$ cat src/rtl/dual_port_ram_ctrl.sv
// dual_port_ram_ctrl: round-robin sequencer/arbiter sharing the two ports of a
// 1-bit-wide synchronous RAM (registered read, 1-cycle latency) among NUM_REQ
// requesters. Up to two grants per cycle; read data is routed back per lane.
// Optional post-reset RAM clear: define DUAL_PORT_RAM_CTRL_INIT_EN.

// Per-requester response lane: tracks which RAM port carries its read.
module dpr_resp_lane (
  input  logic clk,
  input  logic rst,
  input  logic rd_grant,
  input  logic rd_port,     // 0 = port 1, 1 = port 2
  input  logic out1,
  input  logic out2,
  output logic resp_valid,
  output logic resp_data
);
  logic pend;
  logic sel;

  // Capture the grant so the response lines up with the RAM's registered output
  always_ff @(posedge clk) begin
    if (rst) begin
      pend <= 1'b0;
      sel  <= 1'b0;
    end else begin
      pend <= rd_grant;
      sel  <= rd_port;
    end
  end

  // rst masks the pulse so a reset right after a grant drops the response
  always_comb begin
    resp_valid = pend & ~rst;
    resp_data  = resp_valid & (sel ? out2 : out1);
  end
endmodule

module dual_port_ram_ctrl #(
  parameter int ADDR_WIDTH = 9,
  parameter int NUM_REQ    = 4
) (
  input  logic                          clk,
  input  logic                          rst,
  input  logic [NUM_REQ-1:0]            req_valid,
  input  logic [NUM_REQ-1:0]            req_we,
  input  logic [NUM_REQ*ADDR_WIDTH-1:0] req_addr,
  input  logic [NUM_REQ-1:0]            req_data,
  output logic [NUM_REQ-1:0]            req_ready,
  output logic [NUM_REQ-1:0]            resp_valid,
  output logic [NUM_REQ-1:0]            resp_data,
  output logic                          init_done,
  output logic [ADDR_WIDTH-1:0]         addr1,
  output logic [ADDR_WIDTH-1:0]         addr2,
  output logic                          we1,
  output logic                          we2,
  output logic                          data1,
  output logic                          data2,
  input  logic                          out1,
  input  logic                          out2
);
  localparam int PW = $clog2(NUM_REQ);
  localparam int SW = PW + 1;

  logic [ADDR_WIDTH-1:0] addr_arr [NUM_REQ];
  logic [PW-1:0]         rr_ptr, rr_nxt;
  logic [PW-1:0]         a_idx, b_idx, idx;
  logic [SW-1:0]         sum;
  logic                  a_vld, b_vld, done;
  logic                  active, gnt_a, gnt_b;
  logic [NUM_REQ-1:0]    rd_grant, rd_port;

  function automatic logic [PW-1:0] inc_mod(input logic [PW-1:0] v);
    if (v == PW'(NUM_REQ - 1)) return '0;
    return v + 1'b1;
  endfunction

  genvar gi;
  generate
    for (gi = 0; gi < NUM_REQ; gi++) begin : g_lane
      assign addr_arr[gi] = req_addr[gi*ADDR_WIDTH +: ADDR_WIDTH];
      assign rd_grant[gi] = req_ready[gi] & ~req_we[gi];
      assign rd_port[gi]  = gnt_b && (b_idx == PW'(gi));
      dpr_resp_lane u_lane (
        .clk        (clk),
        .rst        (rst),
        .rd_grant   (rd_grant[gi]),
        .rd_port    (rd_port[gi]),
        .out1       (out1),
        .out2       (out2),
        .resp_valid (resp_valid[gi]),
        .resp_data  (resp_data[gi])
      );
    end
  endgenerate

  // Traffic is only accepted once the controller is up and not in reset
  assign active = init_done & ~rst;

  // Round-robin scan from rr_ptr: first valid gets port 1, next gets port 2
  // unless it collides on address with a write; a collision ends the scan.
  always_comb begin
    a_vld = 1'b0;
    b_vld = 1'b0;
    done  = 1'b0;
    a_idx = '0;
    b_idx = '0;
    sum   = '0;
    idx   = '0;
    for (int k = 0; k < NUM_REQ; k++) begin
      sum = SW'(rr_ptr) + SW'(k);
      idx = PW'((sum >= SW'(NUM_REQ)) ? sum - SW'(NUM_REQ) : sum);
      if (req_valid[idx] && !done) begin
        if (!a_vld) begin
          a_vld = 1'b1;
          a_idx = idx;
        end else begin
          done = 1'b1;
          if (!((req_we[a_idx] | req_we[idx]) && (addr_arr[a_idx] == addr_arr[idx]))) begin
            b_vld = 1'b1;
            b_idx = idx;
          end
        end
      end
    end
  end

  assign gnt_a = a_vld & active;
  assign gnt_b = b_vld & active;

  // Ready mirrors the grant; pointer advances past the last granted requester
  always_comb begin
    req_ready = '0;
    rr_nxt    = rr_ptr;
    if (gnt_a) begin
      req_ready[a_idx] = 1'b1;
      rr_nxt           = inc_mod(a_idx);
    end
    if (gnt_b) begin
      req_ready[b_idx] = 1'b1;
      rr_nxt           = inc_mod(b_idx);
    end
  end

`ifdef DUAL_PORT_RAM_CTRL_INIT_EN
  typedef enum logic {INIT, RUN} state_t;
  state_t                state;
  logic [ADDR_WIDTH-2:0] cnt;
  logic                  init_phase;

  assign init_phase = (state == INIT) & ~rst;

  // Sequencer: clear the RAM two words per cycle, then arbitrate
  always_ff @(posedge clk) begin
    if (rst) begin
      state     <= INIT;
      cnt       <= '0;
      init_done <= 1'b0;
      rr_ptr    <= '0;
    end else begin
      case (state)
        INIT: begin
          cnt <= cnt + 1'b1;
          if (cnt == '1) begin
            state     <= RUN;
            init_done <= 1'b1;
          end
        end
        RUN: begin
          init_done <= 1'b1;
          rr_ptr    <= rr_nxt;
        end
        default: state <= INIT;
      endcase
    end
  end
`else
  // No clear pass: ready the cycle after reset, then arbitrate
  always_ff @(posedge clk) begin
    if (rst) begin
      init_done <= 1'b0;
      rr_ptr    <= '0;
    end else begin
      init_done <= 1'b1;
      rr_ptr    <= rr_nxt;
    end
  end
`endif

  // RAM port drive: clear pattern during INIT, else the granted requests
  always_comb begin
    addr1 = '0;
    addr2 = '0;
    we1   = 1'b0;
    we2   = 1'b0;
    data1 = 1'b0;
    data2 = 1'b0;
`ifdef DUAL_PORT_RAM_CTRL_INIT_EN
    if (init_phase) begin
      addr1 = {cnt, 1'b0};
      addr2 = {cnt, 1'b1};
      we1   = 1'b1;
      we2   = 1'b1;
    end
`endif
    if (gnt_a) begin
      addr1 = addr_arr[a_idx];
      we1   = req_we[a_idx];
      data1 = req_we[a_idx] & req_data[a_idx];
    end
    if (gnt_b) begin
      addr2 = addr_arr[b_idx];
      we2   = req_we[b_idx];
      data2 = req_we[b_idx] & req_data[b_idx];
    end
  end
endmodule

$ cat config.mk
export PLATFORM = sky130hd
export DESIGN_NAME = dual_port_ram_ctrl
export DESIGN_NICKNAME = d
export VERILOG_FILES = /design/src/rtl/dual_port_ram_ctrl.sv
export SDC_FILE = /design/constraint.sdc
export NUM_CORES = 1
export LEC_CHECK = 0
export BUFFER_PORTS_ARGS = -buffer_cell sky130_fd_sc_hd__clkbuf_2
export CORE_MARGIN = 10
export CORE_UTILIZATION = 35
export CTS_CLUSTER_DIAMETER = 80
export DETAILED_ROUTE_END_ITERATION = 8
export PLACE_DENSITY_LB_ADDON = 0.25
export SYNTH_ARGS = -nofsm -noshare
export SYNTH_HDL_FRONTEND = slang
export SYNTH_SLANG_ARGS = --single-unit
$ cat constraint.sdc
create_clock -name clk -period 7.5 [get_ports clk]
set_clock_uncertainty 0.2 [all_clocks]
set_input_delay 0.75 -clock clk [delete_from_list [all_inputs] [get_ports clk]]
set_output_delay 0.75 -clock clk [all_outputs]
set_load 0.03 [all_outputs]
# == Word level (Yosys, flattened, before mapping) ==
# Index checks and enable logic that the tools add are counted.
# Widths: inputs -> output; s select.
# classes
add_sub_neg,9
multipliers,0
div_mod_pow,0
order_cmp,23
n_eq_ne,7
shift,0
n_mux,116
bitwise_logic,34
reduce_logical,15
# ops
op,n
$mux 9,18
$bmux 9 s2,8
$mux 2,26
$mux 1,46
$ge 3x3->1 const B,11
$bmux 1 s2,14
$eq 9x9->1,3
$lt 2x3->1 const B,9
$not 2->3,8
$and 1x1->1,17
$logic_and 1x1->1,11
$mux 4,2
$sub 2x1->2 const B,4
$add 2x2->3 const B,2
$eq 2x2->1 const B,3
$not 1->1,5
$add 2x1->2 const B,2
$demux 1 s2,2
$ge 2x1->1 const B,2
$or 4x4->4,1
$add 2x1->3 const B,1
$ge 2x3->1 const B,1
$or 1x1->1,3
$eq 2x1->1 const B,1
3 further kinds,4
# totals
reg_bits,11
latch_bits,0
ramBits,0
mem_bits_ro,0
in_bits,52
out_inout_bits,35
elab_cells,214
n_memories,0

# == Logic depth before layout (Yosys ltp) ==
# logic_depth
word_depth,27
depth_mapped,25

# == Cells and area by module ==
# Synthesis repeated with hierarchy kept, for this count alone.
# hier_totals
cells_unflattened,382
area_unflattened_um2,3971.3
# by_module_without_submodules
mod,instances,cells_each,area_each_um2,seq_area_each_um2
dual_port_ram_ctrl,1,354,3651.0,60.1
dpr_resp_lane,4,7,80.1,40.0

# == Worst setup path before layout ==
# Ideal clock, no wire load.
# synth_timing
kind,register to output
startpoint,register rr_ptr[0]
endpoint,output addr2[6]
arrival_ps,5041
path_slack_ps,1509
stages_incl_launch_ff,22
path_buffers,7
cell_sequence,dfxtp_1 -> buf_2 -> buf_2 -> buf_4 -> buf_2 -> buf_1 -> mux2i_1 -> o21bai_1 -> ha_1 -> inv_1 -> mux2i_1 -> a2111oi_2 -> nor2_1 -> mux4_2 -> xnor2_1 -> nor4_1 -> a31oi_1 -> o22a_2 -> buf_6 -> buf_6 -> mux2i_1 -> a211oi_1
# synth_between
elab_chain_cells,25
# synth_lines
element,line,rtl
start: declaration,65,"logic [PW-1:0] rr_ptr, rr_nxt;"
start signal: assignment,184,rr_ptr <= rr_nxt;
$ge 2x3->1 or $sub 2x1->2 (tied branches),111,idx = PW'((sum >= SW'(NUM_REQ)) ? sum - SW'(NUM_REQ) : sum);
$mux 2,111,
$bmux 1 s2,112,if (req_valid[idx] && !done) begin
$mux 1 (implied by the code),112,
$mux 2,112,
$not 2->3 (implied by the code),118,if (!((req_we[a_idx] | req_we[idx]) && (addr_arr[a_idx] == addr_arr[idx]))) begin
$bmux 9 s2,118,
$mux 9 (implied by the code) (2 in series),118,
(+7 left out),--,
$mux 2,112,
$mux 2,118,
$mux 2,113,if (!a_vld) begin
$mux 2,112,
$not 2->3 (implied by the code),211,addr2 = addr_arr[b_idx];
$bmux 9 s2,211,
$mux 9 (implied by the code) (2 in series),211,
$mux 9 *,210,if (gnt_b) begin
end: declaration,53,"output logic [ADDR_WIDTH-1:0] addr2,"
# Mark *: on every way between the ends. The rest lies on a longest branch, timed or not. The select of a mux whose other input is x is not followed.

# == Final worst setup path ==
# layout_timing
startpoint,input req_valid[2]
endpoint,output data2
# layout_between
elab_chain_cells,22
# layout_lines
element,line,rtl
start: declaration,44,"input logic [NUM_REQ-1:0] req_valid,"
$bmux 1 s2,112,
$mux 1 (implied by the code),112,
$mux 2,112,
$not 2->3 (implied by the code),118,
$bmux 9 s2,118,
$mux 9 (implied by the code) (2 in series),118,
$eq 9x9->1,118,
$logic_and 1x1->1,118,
(+5 left out),--,
$mux 2,112,
$mux 2,118,
$mux 2,113,
$mux 2,112,
$bmux 1 s2,213,data2 = req_we[b_idx] & req_data[b_idx];
$mux 1 (implied by the code),213,
$and 1x1->1,213,
$mux 1 *,210,
end: declaration,57,"output logic data2,"
# Marked as above.

==> qor.txt <==
status = finished clean
startpoint types = primary input
layout cell share with drive strength beyond 1 = 0.302
Initial Util = 0.359
hold slack final = 0.525 ns
vias per cell = 6.15
GRT Util Overall = 0.158
crit-path max FO = 33
met3 usage = 0.0271
Worst-path clk slew = 0.04 ns
first-pass GRT wire length = 22,000 um
Initial DRT Pass Iterations = 6
Die Span Y = 128 um
largest cells by area after synthesis = mux4_2 (23%), mux2i_1 (14%), a211oi_1 (5.8%)
Final TNS setup = 0 ns
die area = 16,500 um^2
max_cap viols = 0
number of synthesized flops with an enable pin = 0
Row Count = 39
Min-Delay Path Depth = 4
# nets final = 592
Synth Flop Type = dfxtp_1
met2 layer usage reported by global route = 0.258
Synth cell types = 63
Tot Pwr = 1.41 mW
gpl congestion = 0.923
Async SR Flop Fraction = 0
Post-Layout Inst Area = 4560 um^2
Worst R2R End = g_lane[0].u_lane.pend
Max Freq = 147 MHz
synthesized net count = 544
post-route ant nets = 0
slowest CP cell = o22a_2
Slew @ Worst Pin = 1.01 ns
final setup margin = 0.696 ns
flops & latches, synth = 11
worst path cell trace = clkbuf_2, nor2b_1, o21a_1, o21bai_1, ha_1, inv_1, mux2i_1, a2111oi_2, nor2_1, buf_4, mux4_2, xnor2_1, nor4_1, a31oi_1, o22a_2, mux4_2, and3_1, clkbuf_2
clock latency on the worst-skew pair = 0.23 ns
wire per inst = 20.5 um
Mapped Area = 4120 um^2
Setup Buffers After CTS = 0
n_diodes = 0
top-area cell type share of the netlist area = 0.230
final setup violation count = 0
fin crit period = 6.80 ns
pin count of the biggest net entering global routing = 53
worst rel slew slack = 0.308
Max VDD drop = 0.216 mV
total global routing overflow = 0
clock tree from TritonCTS = done
Leak = 1.87 nW
commonest non-fill, non-tap cells in the layout = clkbuf_2 (86), mux2i_1 (57), mux4_2 (42), nand2_1 (33), a211oi_1 (32)
iteration-0 DRC count of the detailed router = 294
Worst path max stage delay = 0.78 ns
family with the most delay on the worst path = compound AO/OA/AOI/OAI gates
clock sinks = 11
Final Hold Fails = 0
RSZ-0062 raised after global routing = no
Yosys top cell by area = mux4_2
Num CTS Buffers = 3
reg-to-reg critical path startpoint = rr_ptr[0]
Core ar. = 11,500 um^2
CTS root buffer = clkbuf_16
sequential-to-total area share from yosys stat = 0.0535
syn_area_per_cell = 8.54 um^2
initial antenna violation count = 0
area grow syn2layout = 10.9%
WP data required = 6.55 ns
die width = 128 um
Area after DPL = 4490 um^2
crit path DAT = 5.85 ns
type of the most critical hold path = register to register
Post-Syn Instances = 482
Hold EP = rr_ptr[1]
CP Capture Type = primary output
final cycle utilization of the critical path = 0.907
synth warn = 0
DR vias = 4,136
Min-Delay Startpoint = init_done
WL final = 13,800 um
R2R cell count = 16
most common cell after layout, fill and taps aside = clkbuf_2
Setup WS pre-CTS = 0.698 ns
PortBufs = 86
Post-CTS Hold Fix Bufs = 0
grt peak-use layer = met2
Clock Path Buffers = 2
Power Dens Cells = 309 nW/um^2
H-tree lvl count = 1
type of the worst setup path = primary input to primary output
vias in the first global route = 4,067
Buf/Inv on CP = 4
post-CTS sizing = 0
DP Wirelength = 10,000 um
Pins Over Slew Limit = 0
FF-to-FF setup slack = 2.22 ns
met1 Use GR = 0.210
Residual DRC = 0
I/O pins = 87
-- metal layers --
layer,part of all wire,vias up
li1,-,1921
met1,0.44,2021
met4,0.023,0
met2,0.47,169
met5,0,-
met3,0.068,25
-- layout make-up --
cell class	count	area [um^2]
fill	1190	6900
multi-input combinational	401	3500
timing repair buffer	99	528
sequential	11	223
tap	143	179
clock buffer	4	78.8
inverter	14	52.6
-- cells by family (layout without fill, tap and decap cells) --
group,count (synthesis),after routing,synth area share
simple gates,149,149,0.191
flops,11,11,0.0535
mux,106,106,0.388
buf+inv,70,117,0.0982
fa+ha+maj,10,10,0.0304
xor+xnor,23,23,0.0490
compound gates,113,113,0.190
-- cells in the mapped netlist, drive strengths merged (3+ instances only) --
cell	number
a211oi	32
a21oi	26
a221oi	4
a31oi	8
and2	15
and3	11
buf	41
clkbuf	15
dfxtp	11
ha	10
inv	14
mux2	6
mux2i	58
mux4	42
nand2	33
nand3	7
nor2	28
nor2b	21
nor3	7
nor3b	6
nor4	5
o211ai	3
o21ai	17
or2	3
or3	3
xnor2	12
xor2	11
-- how the worst max path moves through the flow --
stage	to	slack, ns	from	depth (start not counted)
after floorplan	addr2[6]	1.51	rr_ptr[0]	21
after global placement	data2	0.86	req_valid[2]	18
after detailed placement	data2	0.70	req_valid[2]	18
after CTS	data2	0.69	req_valid[2]	18
after global routing	data2	0.38	req_valid[2]	18
final	data2	0.70	req_valid[2]	18
-- metrics by stage --
stage                     instances  utilization
final                           672        0.398
after global placement          668        0.391
after detailed placement        668        0.391
after CTS                       672        0.398
after floorplan                 482            -
after global routing            672        0.398
-- tightest hold or removal path, stage by stage, from the launching register on --
cell and delay [ns]:
dfxtp_1 0.31, nand2_1 0.12, nor2_1 0.10, nand2_1 0.07
a31oi_1 0.07
-- power by group --
part           internal (mW)  total [mW]  switching [mW]
Clock                 0.0711      0.0950          0.0238
Sequential            0.0682      0.0861          0.0179
Combinational          0.515        1.23           0.714
-- sequential cells by signal, summed over array words and instances (netlist names) --
name                count
g_lane.u_lane.sel       4
init_done               1
g_lane.u_lane.pend      4
rr_ptr                  2
Note: power is estimated with default switching activity, not from simulation.
